==> config.mk <==
export PLATFORM = sky130hd
export DESIGN_NAME = hamming_enc_stream
export DESIGN_NICKNAME = d
export VERILOG_FILES = /design/src/rtl/hamming_pkg.sv /design/src/rtl/hamming_parity_gen.sv /design/src/rtl/hamming_enc_stream.sv
export SDC_FILE = /design/constraint.sdc
export NUM_CORES = 1
export LEC_CHECK = 0
export ABC_AREA = 1
export BUFFER_PORTS_ARGS = -buffer_cell sky130_fd_sc_hd__buf_2
export CORE_MARGIN = 5
export CORE_UTILIZATION = 52
export DETAILED_ROUTE_END_ITERATION = 7
export HOLD_SLACK_MARGIN = 0.08
export PLACE_DENSITY = 0.77
export SYNTH_ARGS = -nofsm -noshare
export SYNTH_HDL_FRONTEND = slang
export SYNTH_SLANG_ARGS = --single-unit
==> constraint.sdc <==
create_clock -name clk -period 1.4 [get_ports clk]
set_input_delay 0.21 -clock clk [delete_from_list [all_inputs] [get_ports clk]]
set_output_delay 0.21 -clock clk [all_outputs]
set_load 0.01 [all_outputs]
==> src/rtl/hamming_pkg.sv <==
// Shared Hamming helpers for the streaming encoder and the future decoder.
// HAMMING_SECDED_EN adds one overall-parity bit to the codeword.
package hamming_pkg;

  localparam int unsigned MAX_POS = 64;

`ifdef HAMMING_SECDED_EN
  localparam int unsigned SECDED_W = 1;
`else
  localparam int unsigned SECDED_W = 0;
`endif

  // Smallest r with 2^r >= data_w + r + 1
  function automatic int unsigned calc_par_w(input int unsigned data_w);
    int unsigned r;
    r = 1;
    for (int unsigned i = 0; i < 7; i++) begin
      if ((32'd1 << r) < data_w + r + 1) r = r + 1;
    end
    return r;
  endfunction

  function automatic logic is_pow2(input int unsigned pos);
    return (pos != 0) && ((pos & (pos - 1)) == 0);
  endfunction

  // 1-based codeword position of data bit idx (non-power-of-two slots, ascending)
  function automatic int unsigned data_pos(input int unsigned idx);
    int unsigned cnt;
    int unsigned pos;
    cnt = 0;
    pos = 0;
    for (int unsigned p = 1; p < MAX_POS; p++) begin
      if (!is_pow2(p)) begin
        if (cnt == idx) pos = p;
        cnt = cnt + 1;
      end
    end
    return pos;
  endfunction

endpackage

==> src/rtl/hamming_parity_gen.sv <==
// Combinational Hamming SEC codeword builder: places data bits and even parity
// bits at their positions (bit i holds position i+1).
module hamming_parity_gen
  import hamming_pkg::*;
#(
  parameter  int unsigned DATA_W = 4,
  localparam int unsigned PAR_W  = calc_par_w(DATA_W),
  localparam int unsigned POS_W  = DATA_W + PAR_W
) (
  input  logic [DATA_W-1:0] data,
  output logic [POS_W-1:0]  code_c
);

  logic par;

  always_comb begin
    code_c = '0;
    par    = 1'b0;
    for (int unsigned i = 0; i < DATA_W; i++) begin
      code_c[data_pos(i) - 1] = data[i];
    end
    // p_k covers every data position with bit k set
    for (int unsigned k = 0; k < PAR_W; k++) begin
      par = 1'b0;
      for (int unsigned i = 0; i < DATA_W; i++) begin
        if (((data_pos(i) >> k) & 1) != 0) par = par ^ data[i];
      end
      code_c[(1 << k) - 1] = par;
    end
  end

endmodule

==> src/rtl/hamming_enc_stream.sv <==
// Two-stage streaming Hamming encoder with valid/ready flow control and an
// emitted-codeword counter. HAMMING_SECDED_EN appends an overall-parity bit.
module hamming_enc_stream
  import hamming_pkg::*;
#(
  parameter  int unsigned DATA_W = 4,
  parameter  int unsigned CNT_W  = 16,
  localparam int unsigned PAR_W  = calc_par_w(DATA_W),
  localparam int unsigned POS_W  = DATA_W + PAR_W,
  localparam int unsigned CODE_W = POS_W + SECDED_W
) (
  input  logic              clk,
  input  logic              reset,
  input  logic              in_valid,
  output logic              in_ready,
  input  logic [DATA_W-1:0] in_data,
  output logic              out_valid,
  input  logic              out_ready,
  output logic [CODE_W-1:0] out_code,
  output logic [CNT_W-1:0]  word_cnt
);

  logic              s1_valid;
  logic [DATA_W-1:0] s1_data;
  logic              s1_adv;
  logic              s2_adv;
  logic [POS_W-1:0]  pos_code;
  logic [CODE_W-1:0] code_next;

  assign s2_adv   = !out_valid || out_ready;
  assign s1_adv   = !s1_valid || s2_adv;
  assign in_ready = s1_adv;

  hamming_parity_gen #(.DATA_W(DATA_W)) u_parity_gen (
    .data   (s1_data),
    .code_c (pos_code)
  );

`ifdef HAMMING_SECDED_EN
  assign code_next = {^pos_code, pos_code};
`else
  assign code_next = pos_code;
`endif

  // S1: capture input word; an empty slot also absorbs bubbles while stalled
  always_ff @(posedge clk or posedge reset) begin
    if (reset) begin
      s1_valid <= 1'b0;
      s1_data  <= '0;
    end else if (s1_adv) begin
      s1_valid <= in_valid;
      if (in_valid) s1_data <= in_data;
    end
  end

  // S2: register codeword; held stable while downstream stalls
  always_ff @(posedge clk or posedge reset) begin
    if (reset) begin
      out_valid <= 1'b0;
      out_code  <= '0;
    end else if (s2_adv) begin
      out_valid <= s1_valid;
      if (s1_valid) out_code <= code_next;
    end
  end

  always_ff @(posedge clk or posedge reset) begin
    if (reset) begin
      word_cnt <= '0;
    end else if (out_valid && out_ready) begin
      word_cnt <= word_cnt + CNT_W'(1);
    end
  end

endmodule

**Word level (Yosys, flattened, before mapping)**

Index checks and enable logic that the tools add are counted.

- Flip-flop bits (word level): 29
- Bits of input ports: 8

- $add $sub $neg: 1
- Bitwise operators: 6
- Reductions and logical operators: 7

Operators with widths:

| operator | number |
|---|---|
| adder 16 x 1 -> 16 bit (second input constant) | 1 |
| XOR 1 bit | 6 |
| AND reduction 2 bit | 2 |
| logical NOT 1 bit | 2 |
| logical OR 1 bit | 2 |
| logical AND 1 bit | 1 |

**Depth between registers and ports, before layout**

Gate-level depths: netlist of the first run.

- Depth after elaboration: 4
- Gate-level depth with buffers: 8

**By module**

A second synthesis of the first run with hierarchy kept.

- Cell total of the unflattened synthesis: 187
- Area, all modules: 1475.2 um2

Modules (own cells, without submodules):

| module | times used | cells each | area an instance (um2) | sequential area each (um2) |
|---|---|---|---|---|
| hamming_enc_stream | 1 | 157 | 1336.3 | 725.7 |
| hamming_parity_gen | 1 | 30 | 138.9 | 0.0 |

**Worst setup path before layout of the first run**

Ideal clock, no wire load.

- Path type: reg2reg
- Start point: register word_cnt[0]
- End point: register word_cnt[14]
- Library setup time: 0.113 ns
- Arrival: 1.134 ns
- Slack: 0.153 ns
- Stages on the path, launching flop included: 9
- Buffers on the path: 0
- Period minus slack after synthesis: 1.247 ns
- Cell sequence: dfrtp_1 > ha_1 > inv_1 > nor2_4 > nand2_4 > nor2_4 > nand3_1 > nand2_1 > inv_1

- Cells in the longest elaborated chain, start to end: 1

RTL lines:

| item | RTL line | source |
|---|---|---|
| start, declared | hamming_enc_stream.sv:20 | `output logic [CNT_W-1:0] word_cnt` |
| start signal, assigned | hamming_enc_stream.sv:71 | `word_cnt <= word_cnt + CNT_W'(1);` |
| adder 16 x 1 -> 16 bit | hamming_enc_stream.sv:71 |  |

Every way passes these cells.
A chain may end at the register's enable or synchronous reset.

**Final worst setup path of the first run**

- Start point: register out_valid
- End point: output port in_ready

- Cells in the longest elaborated chain, start to end: 3

RTL lines:

| item | RTL line | source |
|---|---|---|
| start, declared | hamming_enc_stream.sv:17 | `output logic out_valid,` |
| start signal, assigned | hamming_enc_stream.sv:62 | `out_valid <= s1_valid;` |
| logical NOT 1 bit | hamming_enc_stream.sv:30 | `assign s2_adv = !out_valid \|\| out_ready;` |
| logical OR 1 bit | hamming_enc_stream.sv:30 |  |
| logical OR 1 bit | hamming_enc_stream.sv:31 | `assign s1_adv = !s1_valid \|\| s2_adv;` |
| end, declared | hamming_enc_stream.sv:15 | `output logic in_ready,` |

Every way passes these cells.

==> results_dict.tcl, run 1 <==
set metrics [dict create \
    drt_wl_total_um 2810 \
    p_total_mw 2.36 \
    p_seq_share_pct 49.8 \
    max_clock_freq_mhz 768 \
    status "completed" \
    cp.required_ns 1.19 \
    vias 1148 \
    vdd_drop_max_uv 1070 \
    hpwl_um 2150 \
    area_growth_pct 21.0 \
    syn-cell-area_um2 1390 \
    final_cell_mix "nand2_1, buf_2, dfrtp_1" \
    design.core.area_um2 2520 \
    antennaDiodeCount 0 \
    critPathMaxFanout 5 \
    regArea_um2 728 \
    ys_ff_latch 29 \
    p_leak_nw 0.908 \
    io_pins 33 \
    drv_slew 0 \
    post-route-period-util_pct 93.0 \
    p_int_mw 1.53 \
    synth_edf_count 0 \
    cp-end-kind "primary output" \
    finalSetupTns_ns 0 \
    overflow 0 \
    final_nets 212 \
    multi_input_area_um2 608 \
    place.gp.congestion 0.814 \
    start_kind "flop" \
    hold_viol 0 \
    yosysSeqAreaShare_pct 52.1 \
    clockPowerShare_pct 21.6 \
    yosysWarnings 0 \
    antenna_found_initial 0 \
    min_period_ns 1.30 \
    wl_per_cell_um 12.1 \
    cts_htree_levels 2 \
    criticalPathCategory "reg -> out" \
    drive_gt1_share_pct 27.6 \
    tightest_slew_ns 0.360 \
    cts-buffers-inserted 5 \
    p_switching_mw 0.830 \
    insertion_delay_ns 0.33 \
    path_clk_slew_ns 0.08 \
    synth.distinct_cells 22 \
    fillers 217 \
    root_buffer "clkbuf_4" \
    synthFlopType "dfrtp_1" \
    grt_pass1_wl_um 4820 \
    max_cap_violations 0 \
    syn_inst 160 \
    ant_nets 0 \
    hp-class "in -> reg" \
    finalSetupViolCount 0 \
    syn_area_per_cell_um2 8.70 \
    pwr-share-comb_pct 28.6 \
    power.density_nw_per_um2 1400 \
    syn-num-nets 169 \
    dr.pass1.iters 6 \
    die_y_um 61.8 \
    drc_errors 0 \
    start_util_pct 55.2 \
    drtIter0Drc 24 \
    cts_sinks 29 \
    slew_headroom_pct 76.0 \
    rsz0062_at_grt "false" \
    sw_frac_of_total_pct 35.2 \
    num_rows 18 \
    final_common_cell "nand2_1" \
    vias_per_cell 4.93 \
    first_global_vias 1141 \
    clock_path_buffers 2 \
    die-area_um2 3810 \
    grt.total_usage_pct 17.4 \
    async_flop_share_pct 100 \
    arrival_ns 1.09 \
    finClkSkew_ns 0.0100 \
    io_buffers 32 \
    grt_max_degree 30 \
    cts_tree "yes" \
    die_w_um 61.8 \
]
-- sequential cells by signal (all words and copies together), names as in the netlist --
signal     cells
out_code       7
word_cnt      16
out_valid      1
s1_data        4
s1_valid       1
-- per-stage QoR --
step                utilization [%]  worst slack (ns)  hold WS (ns)  cell area [um^2]  cells
floorplan                         -             0.153         0.288              1390    160
detailed placement             63.6            0.0926         0.294              1610    224
finish                         66.8            0.0987         0.120              1690    233
CTS                            66.3            0.0407         0.114              1670    232
global placement               63.6             0.190         0.289              1610    224
global route                   66.8           0.00232         0.113              1690    233
-- per-layer routing --
metal,up-vias,global-route usage [%],share of wire (%)
met1,535,21.1,46
met3,8,4.55,4.7
li1,583,-,-
met2,22,28.8,48
met4,0,8.18,2.0
met5,-,0,0
-- cell families (layout without fill, tap and decap cells) --
family                   Yosys count  after routing  synth area share (%)
AND/OR/NAND/NOR                   93             93                  31.1
buffers and inverters             17             60                  4.58
XOR/XNOR                          12             12                  7.55
flip-flops                        29             29                  52.1
adder cells (fa/ha/maj)            1              1                 0.898
AO/OA/AOI/OAI                      8              8                  3.77
-- path summary, 6_finish.rpt --
| check | start | to | cells past startpoint | slack (ns) |
|---|---|---|---|---|
| hold reg to reg | out_code[2]$_DFFE_PP0P_ | out_code[2]$_DFFE_PP0P_ | 2 | 0.48 |
| setup reg to reg | word_cnt[1]$_DFFE_PP0P_ | word_cnt[14]$_DFFE_PP0P_ | 8 | 0.12 |
| hold / removal | in_data[2] | s1_data[2]$_DFFE_PP0P_ | 3 | 0.12 |
| min in group asynchronous | reset | word_cnt[14]$_DFFE_PP0P_ | 4 | 0.48 |
| setup / recovery | out_valid$_DFFE_PP0P_ | in_ready | 2 | 0.1 |
| max in group asynchronous | reset | out_valid$_DFFE_PP0P_ | 4 | 0.63 |
-- repair_timing --
action / 4_1_cts / 5_1_grt
endpoints found under the setup margin: 1 / 2
hold buffers: 1 / 0
hold endpoints to repair: 29 / 0
pin swaps: 0 / 0
buffers inserted: 0 / 1
gates cloned: 0 / 0
resized for setup: 1 / 2
-- critical path, stage by stage, from the launching register on --
cell	delay, ns
dfrtp_2	0.45
nand3_2	0.14
buf_2	0.17
-- final cells by class --
type | count | share of cell area [%]
multi-input combinational | 114 | 36.1
timing repair buffer | 36 | 11.4
inverter | 17 | 3.79
clock buffer | 7 | 3.27
tap | 30 | 2.23
sequential | 29 | 43.2
-- power by group through the flow --
stage | clock network (mW) | registers [mW] | logic, mW
2_1_floorplan | 0 | 1.25 | 0.336
5_1_grt | 0.562 | 1.21 | 0.771
3_5_place_dp | 0 | 1.20 | 0.651
4_1_cts | 0.524 | 1.18 | 0.657
3_3_place_gp | 0 | 1.18 | 0.644
6_report | 0.510 | 1.17 | 0.675
-- Yosys cell counts (2+ instances only) --
cell type   n  area (um^2)
nand2_2     2         12.5
nand2_4     2         22.5
a21oi_1     3         15.0
nand3b_1    2         15.0
xor2_1      7         61.3
nor2_1     15         56.3
nor2_2      2         12.5
nand2_1    52          195
o21ai_0     3         15.0
inv_1      16         60.1
nand4_1     3         18.8
nand3_1     9         45.0
dfrtp_1    29          726
nor2_4      3         33.8
xnor2_1     5         43.8
(Power assumes the default switching activity.)
==> inputs of run 2 (changes only) <==
BUFFER_PORTS_ARGS = -buffer_cell sky130_fd_sc_hd__buf_4   (was -buffer_cell sky130_fd_sc_hd__buf_2)
PLACE_DENSITY = unset   (was 0.77)
PLACE_DENSITY_LB_ADDON = 0.2   (was unset)
==> run 2 against run 1 <==
  * Fmax up 0.11%
  * Sequential power hardly changed
  * Routed wire length increased by 1.9%
  * Sequential cell count stayed put
  * Critical path depth is the same
  * Worst hold slack got worse by 0.0012 ns
  * Worst setup slack improved by 0.0014 ns
  * Non-clock buffer count rose by 2
  * Design area rose by 5.9%
  * Combinational power is 23% higher
  * Total power increased by 6.2%
  * Register-to-register slack barely moved
  * Critical path type unchanged
  * Critical endpoint unchanged
==> results_dict.tcl, run 2 (synthesized netlist as in run 1, its figures left out) <==
set metrics [dict create \
    status "completed" \
    antenna_found_initial 0 \
    path_clk_slew_ns 0.09 \
    rsz0062_at_grt "true" \
    design.core.area_um2 2520 \
    vdd_drop_max_uv 1230 \
    hp-class "in -> reg" \
    cts_sinks 29 \
    place.gp.congestion 0.790 \
    io_buffers 32 \
    p_seq_share_pct 46.8 \
    clockPowerShare_pct 20.2 \
    p_int_mw 1.65 \
    num_rows 18 \
    cp_cell_sequence "nand3_2 -> buf_4" \
    io_pins 33 \
    die_w_um 61.8 \
    crit_cells 2 \
    slew_headroom_pct 76.4 \
    cts_tree "yes" \
    grt_max_degree 30 \
    cp_slowest_cell "dfrtp_2" \
    cpPeakStageDelay_ns 0.46 \
    worst-path-buf-inv 1 \
    final_util_pct 70.8 \
    largest_reg_flops 16 \
    fillers 203 \
    die-area_um2 3810 \
    place_area_um2 1690 \
    overflow 0 \
    cts-buffers-inserted 5 \
    min_period_ns 1.30 \
    place_inst 225 \
    final_cell_mix "nand2_1, buf_4, dfrtp_1" \
    drc_errors 0 \
    wl_per_cell_um 12.2 \
    post-route-period-util_pct 92.9 \
    area_growth_pct 28.2 \
    drive_gt1_share_pct 28.8 \
    p_switching_mw 0.856 \
    grt.total_usage_pct 18.5 \
    drtIter0Drc 41 \
    insertion_delay_ns 0.32 \
    drv_slew 0 \
    ant_nets 0 \
    grt_pass1_wl_um 5060 \
    start_kind "flop" \
    final_common_cell "nand2_1" \
    finClkSkew_ns 0.00582 \
    hpwl_um 2190 \
    vias_per_cell 4.94 \
    cp-end-kind "primary output" \
    vias 1160 \
    clock_path_buffers 2 \
    cts_htree_levels 2 \
    max_cap_violations 0 \
    die_y_um 61.8 \
    whs_ns 0.119 \
    p_total_mw 2.51 \
    criticalPathCategory "reg -> out" \
    r2r_cells 8 \
    start_util_pct 55.2 \
    arrival_ns 1.09 \
    dr.pass1.iters 5 \
    top_register "word_cnt" \
    drt_wl_total_um 2870 \
    finalSetupViolCount 0 \
    root_buffer "clkbuf_4" \
    final_nets 214 \
    critPathMaxFanout 5 \
    p_leak_nw 0.936 \
    dp_slack_ns 0.0961 \
    cp.required_ns 1.19 \
    power.density_nw_per_um2 1400 \
    setup_ws_ns 0.100 \
    stdcell_area_um2 1790 \
    hold_viol 0 \
    layout.cells.non_filler 235 \
    reg_top3 "word_cnt (16), out_code (7), s1_data (4)" \
    pwr-share-comb_pct 33.0 \
    max_clock_freq_mhz 769 \
    hold-path-cell-count 3 \
    antennaDiodeCount 0 \
    tightest_slew_ns 0.354 \
    first_global_vias 1138 \
    path_delay_family "flip-flops" \
    sw_frac_of_total_pct 34.2 \
    finalSetupTns_ns 0 \
]
## run 2: cell count changes in the layout (fill, tap and decap cells not counted), sizes merged
cell / delta
buf: +2
## run 2: final cells by class
class                      count  area [um^2]  area share [%]
sequential                    29          728            40.8
multi-input combinational    114          613            34.3
timing repair buffer          38          288            16.1
inverter                      17         63.8            3.57
clock buffer                   7         55.1            3.08
tap                           30         37.5            2.10
## run 2: final timing paths
| path | from | to | slack, ns |
|---|---|---|---|
| worst max-delay path | out_valid$_DFFE_PP0P_ | in_ready | 0.10 |
| worst min-delay path | in_data[2] | s1_data[2]$_DFFE_PP0P_ | 0.12 |
| worst min register to register | out_code[5]$_DFFE_PP0P_ | out_code[5]$_DFFE_PP0P_ | 0.49 |
| min in group asynchronous | reset | out_code[5]$_DFFE_PP0P_ | 0.51 |
| worst max register to register | word_cnt[0]$_DFFE_PP0P_ | word_cnt[14]$_DFFE_PP0P_ | 0.12 |
| max in group asynchronous | reset | word_cnt[6]$_DFFE_PP0P_ | 0.60 |
## run 2: worst min-delay path, delay by kind of cell
kind                   cells  cell delay, ns
AND/OR/NAND/NOR            2            0.12
buffers and inverters      1            0.07
## run 2: repair_timing
item	4_1_cts	5_1_grt
setup buffers	0	2
hold buffers	1	0
resized for setup	1	3
pin swaps	0	1
hold endpoints to repair	29	0
endpoints found under the setup margin	1	3
## run 2: power groups by stage
stage                     logic (mW)  clock network (mW)  registers (mW)
after detailed placement       0.779                   0            1.19
after global placement         0.775                   0            1.17
after floorplan                0.336                   0            1.25
final                          0.828               0.505            1.17
after CTS                      0.785               0.527            1.17
after global routing           0.926               0.561            1.20
## run 2: routing by layer
| layer | share of wire [%] | routed length (um) | vias to the layer above | global-route usage (%) |
|---|---|---|---|---|
| met2 | 46 | 1310 | 33 | 27.8 |
| met5 | 0 | 0 | - | 0 |
| met3 | 7.7 | 222 | 4 | 8.06 |
| li1 | - | - | 588 | - |
| met1 | 45 | 1290 | 535 | 23.4 |
| met4 | 1.3 | 36 | 0 | 7.88 |
==> inputs of run 3 (changes only) <==
PLACE_DENSITY = 0.89   (was unset)
PLACE_DENSITY_LB_ADDON = unset   (was 0.2)
==> run 3 against run 2 <==
  * Critical path depth unchanged
  * Global-route usage decreased by 0.49 points
  * Design area decreased by 0.70%
  * Sequential power about the same
  * Core utilization decreased by 0.50 points
  * Sequential cell count unchanged
  * Die area unchanged
  * Non-clock buffer count unchanged
  * Worst setup slack got worse by 0.035 ns
==> results_dict.tcl, run 3 (synthesized netlist as in run 1, its figures left out) <==
set metrics [dict create \
    io_pins 33 \
    drive_gt1_share_pct 27.2 \
    cp-end-kind "primary output" \
    drc_errors 0 \
    final_cell_mix "nand2_1, buf_4, dfrtp_1" \
    startpoint "out_valid$_DFFE_PP0P_" \
    antennaDiodeCount 0 \
    cp_cell_sequence "nand3_1 -> buf_4" \
    cts_sinks 29 \
    vdd_drop_max_uv 1020 \
    io_buffers 32 \
    antenna_found_initial 0 \
    critPathMaxFanout 5 \
    place.gp.congestion 0.831 \
    slew_headroom_pct 76.5 \
    grt.total_usage_pct 18.0 \
    clock_path_buffers 2 \
    max_clock_freq_mhz 749 \
    cts-buffers-inserted 5 \
    num_rows 18 \
    die_y_um 61.8 \
    arrival_ns 1.12 \
    p_total_mw 2.49 \
    reg_top3 "word_cnt (16), out_code (7), s1_data (4)" \
    drt_wl_total_um 2970 \
    finClkSkew_ns 0.00725 \
    cts_tree "yes" \
    first_global_vias 1159 \
    p_leak_nw 0.931 \
    wl_per_cell_um 12.6 \
    final_common_cell "nand2_1" \
    drtIter0Drc 18 \
    largest_reg_flops 16 \
    area_growth_pct 27.3 \
    rr_startpoint "word_cnt[0]$_DFFE_PP0P_" \
    path_delay_family "flip-flops" \
    dr.pass1.iters 4 \
    start_util_pct 55.2 \
    overflow 0 \
    final_nets 214 \
    die-area_um2 3810 \
    post-route-period-util_pct 95.3 \
    hold_viol 0 \
    die_w_um 61.8 \
    top_register "word_cnt" \
    hpwl_um 2260 \
    criticalPathCategory "reg -> out" \
    cts_htree_levels 2 \
    cp_slowest_cell "dfrtp_2" \
    max_cap_violations 0 \
    cp.required_ns 1.19 \
    root_buffer "clkbuf_4" \
    min_period_ns 1.33 \
    grt_max_degree 30 \
    path_clk_slew_ns 0.08 \
    start_kind "flop" \
    worst-path-buf-inv 1 \
    power.density_nw_per_um2 1410 \
    hp-class "in -> reg" \
    drv_slew 0 \
    design.core.area_um2 2520 \
    ant_nets 0 \
    cpPeakStageDelay_ns 0.45 \
    finalSetupViolCount 0 \
    vias_per_cell 5.01 \
    holdCritStartpoint "in_data[2]" \
    finalSetupTns_ns 0 \
    insertion_delay_ns 0.31 \
    grt_pass1_wl_um 5130 \
    status "completed" \
    vias 1182 \
    tightest_slew_ns 0.352 \
]
## run 3: changes by cell type in the layout (fill, tap and decap cells not counted), sizes merged
cell    change
clkbuf      +1
## run 3: per-layer routing
layer  vias to the layer above  track usage [%]  routed length (um)  part of all wire, %
li1                        592                -                   -                    -
met3                         4             5.79                 181                  6.1
met4                         0             4.55                  27                 0.91
met5                         -                0                   0                    0
met2                        27             30.8                1540                   52
met1                       559             22.2                1220                   41
## run 3: final cells by class
cell class | instances | area (um^2)
fill | 203 | 749
sequential | 29 | 727
multi-input combinational | 114 | 608
timing repair buffer | 38 | 288
inverter | 17 | 63.8
clock buffer | 8 | 48.8
tap | 30 | 37.5
## run 3: worst paths after layout
path	to	slack [ns]	cells after the start
max	in_ready	0.07	2
min	s1_data[2]$_DFFE_PP0P_	0.14	3
max reg2reg	word_cnt[14]$_DFFE_PP0P_	0.09	8
min reg2reg	out_code[5]$_DFFE_PP0P_	0.49	2
max in group asynchronous	out_valid$_DFFE_PP0P_	0.60	4
min in group asynchronous	word_cnt[15]$_DFFE_PP0P_	0.51	4
## run 3: power by group
group,switching (mW),total (mW),internal [mW]
combinational,0.436,0.849,0.413
sequential,0.167,1.18,1.01
clock,0.263,0.463,0.200
## run 3: worst register-to-register path, stage by stage, from the launching register on
cell	delay, ns
dfrtp_1	0.41
ha_1	0.16
inv_1	0.08
nor2_4	0.17
nand2_4	0.08
nor2_4	0.12
nand3_1	0.08
nand2_1	0.08
inv_1	0.04
## run 3: timing repair
action,4_1_cts,5_1_grt
endpoints found under the hold margin,29,0
resized for setup,1,1
endpoints found under the setup margin,1,2
setup buffers,0,3
hold buffers,1,0
## run 3: stage by stage
stage	setup WS [ns]	instance area, um^2	hold WS [ns]	std cells	util [%]
2_1_floorplan	0.153	1390	0.288	160	-
6_report	0.0654	1770	0.142	236	70.3
5_1_grt	-0.0182	1770	0.137	236	70.3
3_3_place_gp	0.185	1690	0.299	224	66.8
4_1_cts	0.0513	1750	0.135	233	69.2
3_5_place_dp	0.0880	1690	0.304	224	66.8
